===== src/rtl/fir_pkg.sv =====
// Shared types and sizes for the FIR sequencer and its neighbours.
// ADDR_W/TAP_W match the Ile_probek/Ile_wsp fields in ctrl_registers.
package fir_pkg;

    localparam int ADDR_W     = 14;
    localparam int TAP_W      = 6;
    localparam int RD_LAT_MAX = 4;
    localparam int DRAIN_W    = $clog2(RD_LAT_MAX);

    typedef enum logic [2:0] {
        IDLE,
        MAC,
        DRAIN,
        WRITE,
        FINISHED
    } fir_seq_state_t;

endpackage


===== src/rtl/fir_strobe_delay.sv =====
// Delays {rd_en, first_tap} by the memory read latency so that
// acc_en/acc_clr line up with the data returned by the memories.
module fir_strobe_delay #(
    parameter int DEPTH = 1
) (
    input  logic clk_b,
    input  logic rst_n,
    input  logic rd_en,
    input  logic first_tap,
    output logic acc_en,
    output logic acc_clr
);

    logic [1:0] sr [DEPTH];

    always_ff @(posedge clk_b or negedge rst_n) begin
        if (!rst_n) begin
            for (int i = 0; i < DEPTH; i++) sr[i] <= '0;
        end else begin
            sr[0] <= {rd_en, first_tap};
            for (int i = 1; i < DEPTH; i++) sr[i] <= sr[i-1];
        end
    end

    assign {acc_en, acc_clr} = sr[DEPTH-1];

endmodule


===== src/rtl/fir_sequencer.sv =====
// Walks all output samples and taps of the FIR, driving memory reads,
// accumulator strobes and result writes after a Start rising edge.
module fir_sequencer
    import fir_pkg::*;
#(
    parameter int RD_LAT = 1,
    parameter int ADDR_W = fir_pkg::ADDR_W,
    parameter int TAP_W  = fir_pkg::TAP_W
) (
    input  logic              clk_b,
    input  logic              rst_n,
    input  logic              Start,
    input  logic [TAP_W-1:0]  Ile_wsp,
    input  logic [ADDR_W-1:0] Ile_probek,
    output logic              Pracuje,
    output logic              DONE,
    output logic              rd_en,
    output logic [ADDR_W-1:0] probka_addr,
    output logic [TAP_W-1:0]  wsp_addr,
    output logic              probka_zero,
    output logic              acc_clr,
    output logic              acc_en,
    output logic [ADDR_W-1:0] wynik_addr,
    output logic              wynik_wr
);

    localparam logic [DRAIN_W-1:0] DRAIN_LAST = DRAIN_W'(RD_LAT - 1);

    fir_seq_state_t      state;
    logic                start_q;
    logic                trigger;
    logic                first_tap;
    logic [TAP_W-1:0]    w_q;
    logic [ADDR_W-1:0]   n_q;
    logic [ADDR_W-1:0]   n_cnt;
    logic [TAP_W-1:0]    k_cnt;
    logic [DRAIN_W-1:0]  dcnt;

    assign trigger = Start & ~start_q;

    // {zero, addr}: n-k in ADDR_W+1 bits, clamped to 0 when negative
    function automatic logic [ADDR_W:0] tap_addr(
        input logic [ADDR_W-1:0] n,
        input logic [TAP_W-1:0]  k
    );
        logic [ADDR_W:0] d;
        d = {1'b0, n} - {{(ADDR_W+1-TAP_W){1'b0}}, k};
        if (d[ADDR_W]) return {1'b1, {ADDR_W{1'b0}}};
        return {1'b0, d[ADDR_W-1:0]};
    endfunction

    always_ff @(posedge clk_b or negedge rst_n) begin
        if (!rst_n) begin
            state       <= IDLE;
            start_q     <= 1'b0;
            first_tap   <= 1'b0;
            w_q         <= '0;
            n_q         <= '0;
            n_cnt       <= '0;
            k_cnt       <= '0;
            dcnt        <= '0;
            Pracuje     <= 1'b0;
            DONE        <= 1'b0;
            rd_en       <= 1'b0;
            probka_addr <= '0;
            wsp_addr    <= '0;
            probka_zero <= 1'b0;
            wynik_addr  <= '0;
            wynik_wr    <= 1'b0;
        end else begin
            start_q <= Start;
            unique case (state)
                IDLE, FINISHED: begin
                    if (trigger) begin
                        w_q   <= Ile_wsp;
                        n_q   <= Ile_probek;
                        n_cnt <= '0;
                        k_cnt <= '0;
                        DONE  <= 1'b0;
                        if (Ile_wsp == '0 || Ile_probek == '0) begin
                            state <= FINISHED;
                        end else begin
                            state       <= MAC;
                            Pracuje     <= 1'b1;
                            rd_en       <= 1'b1;
                            first_tap   <= 1'b1;
                            probka_addr <= '0;
                            wsp_addr    <= '0;
                            probka_zero <= 1'b0;
                        end
                    end else if (state == FINISHED) begin
                        DONE <= 1'b1;
                    end
                end
                MAC: begin
                    first_tap <= 1'b0;
                    if (k_cnt == w_q - TAP_W'(1)) begin
                        state       <= DRAIN;
                        rd_en       <= 1'b0;
                        probka_addr <= '0;
                        wsp_addr    <= '0;
                        probka_zero <= 1'b0;
                        dcnt        <= DRAIN_LAST;
                    end else begin
                        k_cnt    <= k_cnt + TAP_W'(1);
                        wsp_addr <= k_cnt + TAP_W'(1);
                        {probka_zero, probka_addr} <=
                            tap_addr(n_cnt, k_cnt + TAP_W'(1));
                    end
                end
                DRAIN: begin
                    if (dcnt == '0) begin
                        state      <= WRITE;
                        wynik_wr   <= 1'b1;
                        wynik_addr <= n_cnt;
                    end else begin
                        dcnt <= dcnt - DRAIN_W'(1);
                    end
                end
                WRITE: begin
                    wynik_wr   <= 1'b0;
                    wynik_addr <= '0;
                    if (n_cnt == n_q - ADDR_W'(1)) begin
                        state   <= FINISHED;
                        Pracuje <= 1'b0;
                    end else begin
                        state       <= MAC;
                        n_cnt       <= n_cnt + ADDR_W'(1);
                        k_cnt       <= '0;
                        rd_en       <= 1'b1;
                        first_tap   <= 1'b1;
                        probka_addr <= n_cnt + ADDR_W'(1);
                        wsp_addr    <= '0;
                        probka_zero <= 1'b0;
                    end
                end
                default: state <= IDLE;
            endcase
        end
    end

    fir_strobe_delay #(
        .DEPTH(RD_LAT)
    ) u_delay (
        .clk_b    (clk_b),
        .rst_n    (rst_n),
        .rd_en    (rd_en),
        .first_tap(first_tap),
        .acc_en   (acc_en),
        .acc_clr  (acc_clr)
    );

endmodule


===== config.mk =====
export PLATFORM = sky130hd
export DESIGN_NAME = fir_sequencer
export DESIGN_NICKNAME = d
export VERILOG_FILES = /design/src/rtl/fir_pkg.sv /design/src/rtl/fir_strobe_delay.sv /design/src/rtl/fir_sequencer.sv
export SDC_FILE = /design/constraint.sdc
export NUM_CORES = 1
export LEC_CHECK = 0
export ABC_AREA = 0
export CORE_UTILIZATION = 30
export CTS_CLUSTER_SIZE = 25
export DETAILED_ROUTE_END_ITERATION = 12
export PLACE_DENSITY = 0.49
export SLEW_MARGIN = 30
export SYNTH_ARGS = -nofsm -noshare
export SYNTH_HDL_FRONTEND = slang
export SYNTH_SLANG_ARGS = --single-unit

===== constraint.sdc =====
create_clock -name clk_b -period 4.27 [get_ports clk_b]
set_input_delay 0.854 -clock clk_b [delete_from_list [all_inputs] [get_ports clk_b]]
set_output_delay 0.854 -clock clk_b [all_outputs]
set_load 0.03 [all_outputs]

**Word-level counts from Yosys, hierarchy flattened**

Index checks and enable logic that the tools add are counted.

- Bits in registers: 88
- Latch bits: 0
- Bits in writable memories: 0
- Bits in read-only memories: 0
- Input bits: 23
- Output and inout bits: 41
- Logic and storage cells: 108
- Memories kept: 0

- $add $sub $neg: 6
- Multiply operators: 0
- Divide/modulo/power cells: 0
- Order comparisons: 0
- Eq/ne operators: 14
- Shifts and indexed selects: 0
- Mux-type cells: 48
- Bitwise operators: 2
- Reduce and logical (&&, ||, !) cells: 21

Operators with widths:

| kind | number |
|---|---|
| $mux W14 | 6 |
| $pmux W14 S2 | 2 |
| $pmux W14 S3 | 1 |
| $mux W6 | 6 |
| $pmux W6 S3 | 2 |
| $mux W15 | 2 |
| $ne A2 B2 Y1 const B | 8 |
| $mux W1 | 15 |
| $mux W3 | 5 |
| $sub A14 B6 Y15 | 1 |
| $add A14 B1 Y14 const B | 1 |
| $eq A14 B14 Y1 | 1 |
| $logic_not A14 Y1 | 1 |
| $sub A14 B1 Y14 const B | 1 |
| $pmux W3 S4 | 1 |
| $reduce_and A4 Y1 | 3 |
| $pmux W1 S3 | 3 |
| $reduce_and A3 Y1 | 3 |
| $reduce_bool A2 Y1 | 4 |
| $add A6 B1 Y6 const B | 1 |
| $eq A3 B2 Y1 const B | 2 |
| $eq A6 B6 Y1 | 1 |
| $logic_not A6 Y1 | 1 |
| $reduce_and A2 Y1 | 3 |
| other kinds (15) | 17 |

**Logic depth before layout (Yosys ltp)**

- Depth in word-level cells: 8
- Gate-level depth with buffers: 13
- Mapped depth without buffers: 11

**Cells and area by module**

Synthesis repeated with hierarchy kept, for this count alone.

- Cell total of the unflattened synthesis: 575
- Area total of the unflattened synthesis: 5,176.2 µm²

Modules (own cells, without submodules):

| module | times used | cells each | area an instance (µm²) | seq. area each (µm²) |
|---|---|---|---|---|
| fir_sequencer | 1 | 573 | 5,126.2 | 2,152.1 |
| fir_strobe_delay | 1 | 2 | 50.0 | 50.0 |

**Worst setup path before layout**

Ideal clock, no wire load.

- Path kind: register to register
- Start: reg n_q[3]
- End: reg probka_addr[0]
- Library setup time: 0.125 ns
- Data arrival time: 3.115 ns
- Required time: 4.145 ns
- Slack: 1.031 ns
- Cell stages (with the launch flop): 10
- Path buffers: 3
- Period minus slack after synthesis: 3.239 ns
- Path through: dfrtp_1 > or4_1 > buf_2 > or3_4 > or4b_1 > a2111o_1 > buf_6 > o22ai_2 > buf_4 > mux2_2

- Word-level cells in the longest chain between the ends: 4

RTL lines:

| item | RTL line | RTL |
|---|---|---|
| start: declaration | fir_sequencer.sv:34 | `logic [ADDR_W-1:0] n_q;` |
| start signal: assignment | fir_sequencer.sv:76 | `n_q <= Ile_probek;` |
| $sub A14 B1 Y14 | fir_sequencer.sv:123 | `if (n_cnt == n_q - ADDR_W'(1)) begin` |
| $eq A14 B14 Y1 | fir_sequencer.sv:123 |  |
| $ne A2 B2 Y1 (no line) | n/a |  |
| $reduce_and A4 Y1 (no line) | n/a |  |
| end signal: assignment | fir_sequencer.sv:107 | `{probka_zero, probka_addr} <=` |
| end signal: assignment | fir_sequencer.sv:132 | `probka_addr <= n_cnt + ADDR_W'(1);` |
| end: declaration | fir_sequencer.sv:18 | `output logic [ADDR_W-1:0] probka_addr,` |

No other way between the ends.
A chain may end at the register's enable or synchronous reset.

**Worst setup path after layout**

- Start: reg n_q[3]
- End: reg probka_addr[6]

The elaborated chain is that of the path after synthesis.

==> flow_summary.toml <==
[setup_path]
slowest_delay_ns = 0.69
crit_fanout = 15
required_ns = 4.54
critPathArrivalTime_ns = 3.88
r2r-start = "n_q[3]"
crit_end = "probka_addr[6]"
r2r_cells = 8
r2r-end = "probka_addr[6]"
worstSetupPathType = "reg2reg"
worst_path_max_delay_cell = "or4_1"
start_kind = "register"
r2r_slack_ns = 0.66
end_kind = "register"
startpoint = "n_q[3]"
crit_chain = "or4_1 > or3_4 > or4b_1 > a2111o_1 > o22ai_2 > buf_4 > a32oi_1 > o31ai_1"

[clock_tree]
postCtsSetupBuffers = 0
cts_buffers = 9
clkSinkCount = 88
cts_tree = "done"
cts-resized-gates = 0
holdBufCountCts = 0
cts_max_level = 3
clk_latency_ns = 0.36
clk_path_buf_depth = 2
clkSlewWorstSetupHoldPaths_ns = 0.07
ctsRootBufferMaster = "clkbuf_16"

[logic_synthesis]
syn_avg_cell_area_um2 = 9.18
synth.distinct_cells = 65
syn_inst = 553
syn-num-nets = 585
yosysSeqAreaShare_pct = 43.4
synth_edf_count = 0
syn_area_mm2 = 0.00508
ys_ff_latch = 88
synth_ff_type = "dfrtp_1"
yosysWarnings = 0
synthArstFlopShare_pct = 100

[final_layout]
mostFrequentLayoutCell = "dfrtp_1"
drive_gt1_share_pct = 8.54
fin_nets = 624
fin_util_pct = 37.4
fillers = 1664
diodes = 0
fin_area_mm2 = 0.00618
final_cell_mix = "dfrtp_1 (88), nand2_1 (66), clkdlybuf4s50_1 (62), o21ai_0 (50), inv_1 (30)"
area_delta_synth_final_pct = 21.8

[grt]
grt_first_pass_wirelength_um = 21900
gr-total-overflow = 0
antenna_found_initial = 0
grt_max_degree = 61
grt_pass1_vias = 4067
grt.total_usage_pct = 16.1

[run]
cap_viol_max_count = 0

[placement]
dp_hpwl_um = 9860
gp_congestion = 0.800
io_buffers = 63
placed_area_mm2 = 0.00585

[drt]
vias = 4139
drtIter0Drc = 322
wire_per_inst_um = 16.2
ant_nets = 0
wl_um = 13200
drc = 0
firstDrtPassIters = 4
viasPerCell = 5.07

[sta]
maxSlewViolCount = 0
period_needed_ns = 3.61
slew_headroom_pct = 48.8
setup-tns-final_ns = 0
max_slew.worst_pin.slew_ns = 0.768
hold_violations = 0
timing.fmax_mhz = 277
finalCritPeriodShare_pct = 84.6
finalSetupViolations = 0
rsz0062_at_grt = "no"
skew_ns = 0.0108
hold-worst-slack_ns = 0.381

[power_and_ir_drop]
total_power_mw = 4.43
vdd_drop_max_mv = 0.269
power_density_mw_per_mm2 = 717
p_leak_nw = 2.50

[die]
die_area_mm2 = 0.0174
start_util_pct = 30.7
std_cell_rows = 47
die-height_um = 132
ioPinCount = 64
core_area_mm2 = 0.0165
fp.dieW_um = 132

[status]
status = "finished, final reports clean"

[worst_hold_path]
hold_path.class = "reg2reg"
-- synthesized netlist by cell type, types with 6 or more instances --
cell	n	area share, %
dfrtp_1	88	43
nand2_1	66	4.9
o21ai_0	50	4.9
clkbuf_1	31	2.3
inv_1	30	2.2
nor2_1	27	2.0
xnor2_1	25	4.3
a21oi_1	21	2.1
mux2_2	20	4.4
xor2_1	20	3.5
nand3_1	12	1.2
ha_1	8	2.0
nor4_1	8	0.99
nor3_1	7	0.69
o211ai_1	7	1.0
o21a_1	7	1.0
nand2b_1	6	0.74
nand4_1	6	0.74
o221ai_1	6	1.0
o22ai_1	6	0.74
-- power by group --
group,total [mW],internal [mW],switching [mW]
Clock,0.900,0.538,0.361
Combinational,2.18,0.913,1.26
Sequential,1.36,1.09,0.270
-- how the worst min path moves through the flow --
stage	from	endpoint	slack [ns]	cells after the start
after floorplan	first_tap	u_delay.sr[0]	0.35	0
after global placement	first_tap	u_delay.sr[0]	0.37	0
after detailed placement	first_tap	u_delay.sr[0]	0.37	0
after CTS	first_tap	u_delay.sr[0]	0.39	0
after global routing	first_tap	u_delay.sr[0]	0.40	0
final	first_tap	u_delay.sr[0]	0.38	0
-- flip-flops by register name, indices dropped and copies added (netlist names) --
| name | flops |
|---|---|
| k_cnt | 6 |
| n_q | 14 |
| wynik_addr | 14 |
| wsp_addr | 6 |
| rd_en | 1 |
| dcnt | 2 |
| n_cnt | 14 |
| u_delay.sr | 2 |
| probka_zero | 1 |
| start_q | 1 |
| first_tap | 1 |
| w_q | 6 |
| state | 3 |
| DONE | 1 |
| probka_addr | 14 |
| Pracuje | 1 |
| wynik_wr | 1 |
-- per-layer routing --
layer  global-route usage (%)  wire length, um  vias up
li1                         -                -     2061
met1                     22.1             6540     1951
met2                     24.4             5770      111
met3                     4.38              689       16
met4                     5.17              205        0
met5                        0                0        -
-- per-stage QoR --
stage,setup slack (ns),cells
floorplan,1.03,553
global placement,0.692,801
detailed placement,0.635,801
finish,0.659,817
CTS,0.617,817
global route,0.473,817
-- logic make-up (layout without fill, tap and decap cells) --
family,after synthesis,count (layout),share of synthesized area [%]
and+or+nand+nor,160,160,15.1
AOI/OAI and AO/OA,155,155,20.3
DFF,88,88,43.4
buffers and inverters,72,116,5.91
xor gates and xnor gates,45,45,7.76
muxes,21,21,4.63
adders and majority gates,12,12,2.96
-- critical path, delay by kind of cell (launching register included) --
family | cells | cell delay [ns]
buffers and inverters | 1 | 0.29
flip-flops | 1 | 0.43
AND/OR/NAND/NOR | 3 | 1.59
AO/OA/AOI/OAI | 4 | 1.22
-- cell type report --
cell class	count	area, um2	area share, %
timing repair buffer	69	673	10.9
multi-input combinational	393	2580	41.7
inverter	31	116	1.88
tap	220	275	4.45
clock inverter	6	97.6	1.58
clock buffer	10	239	3.86
sequential	88	2200	35.6
(Power assumes the default switching activity.)
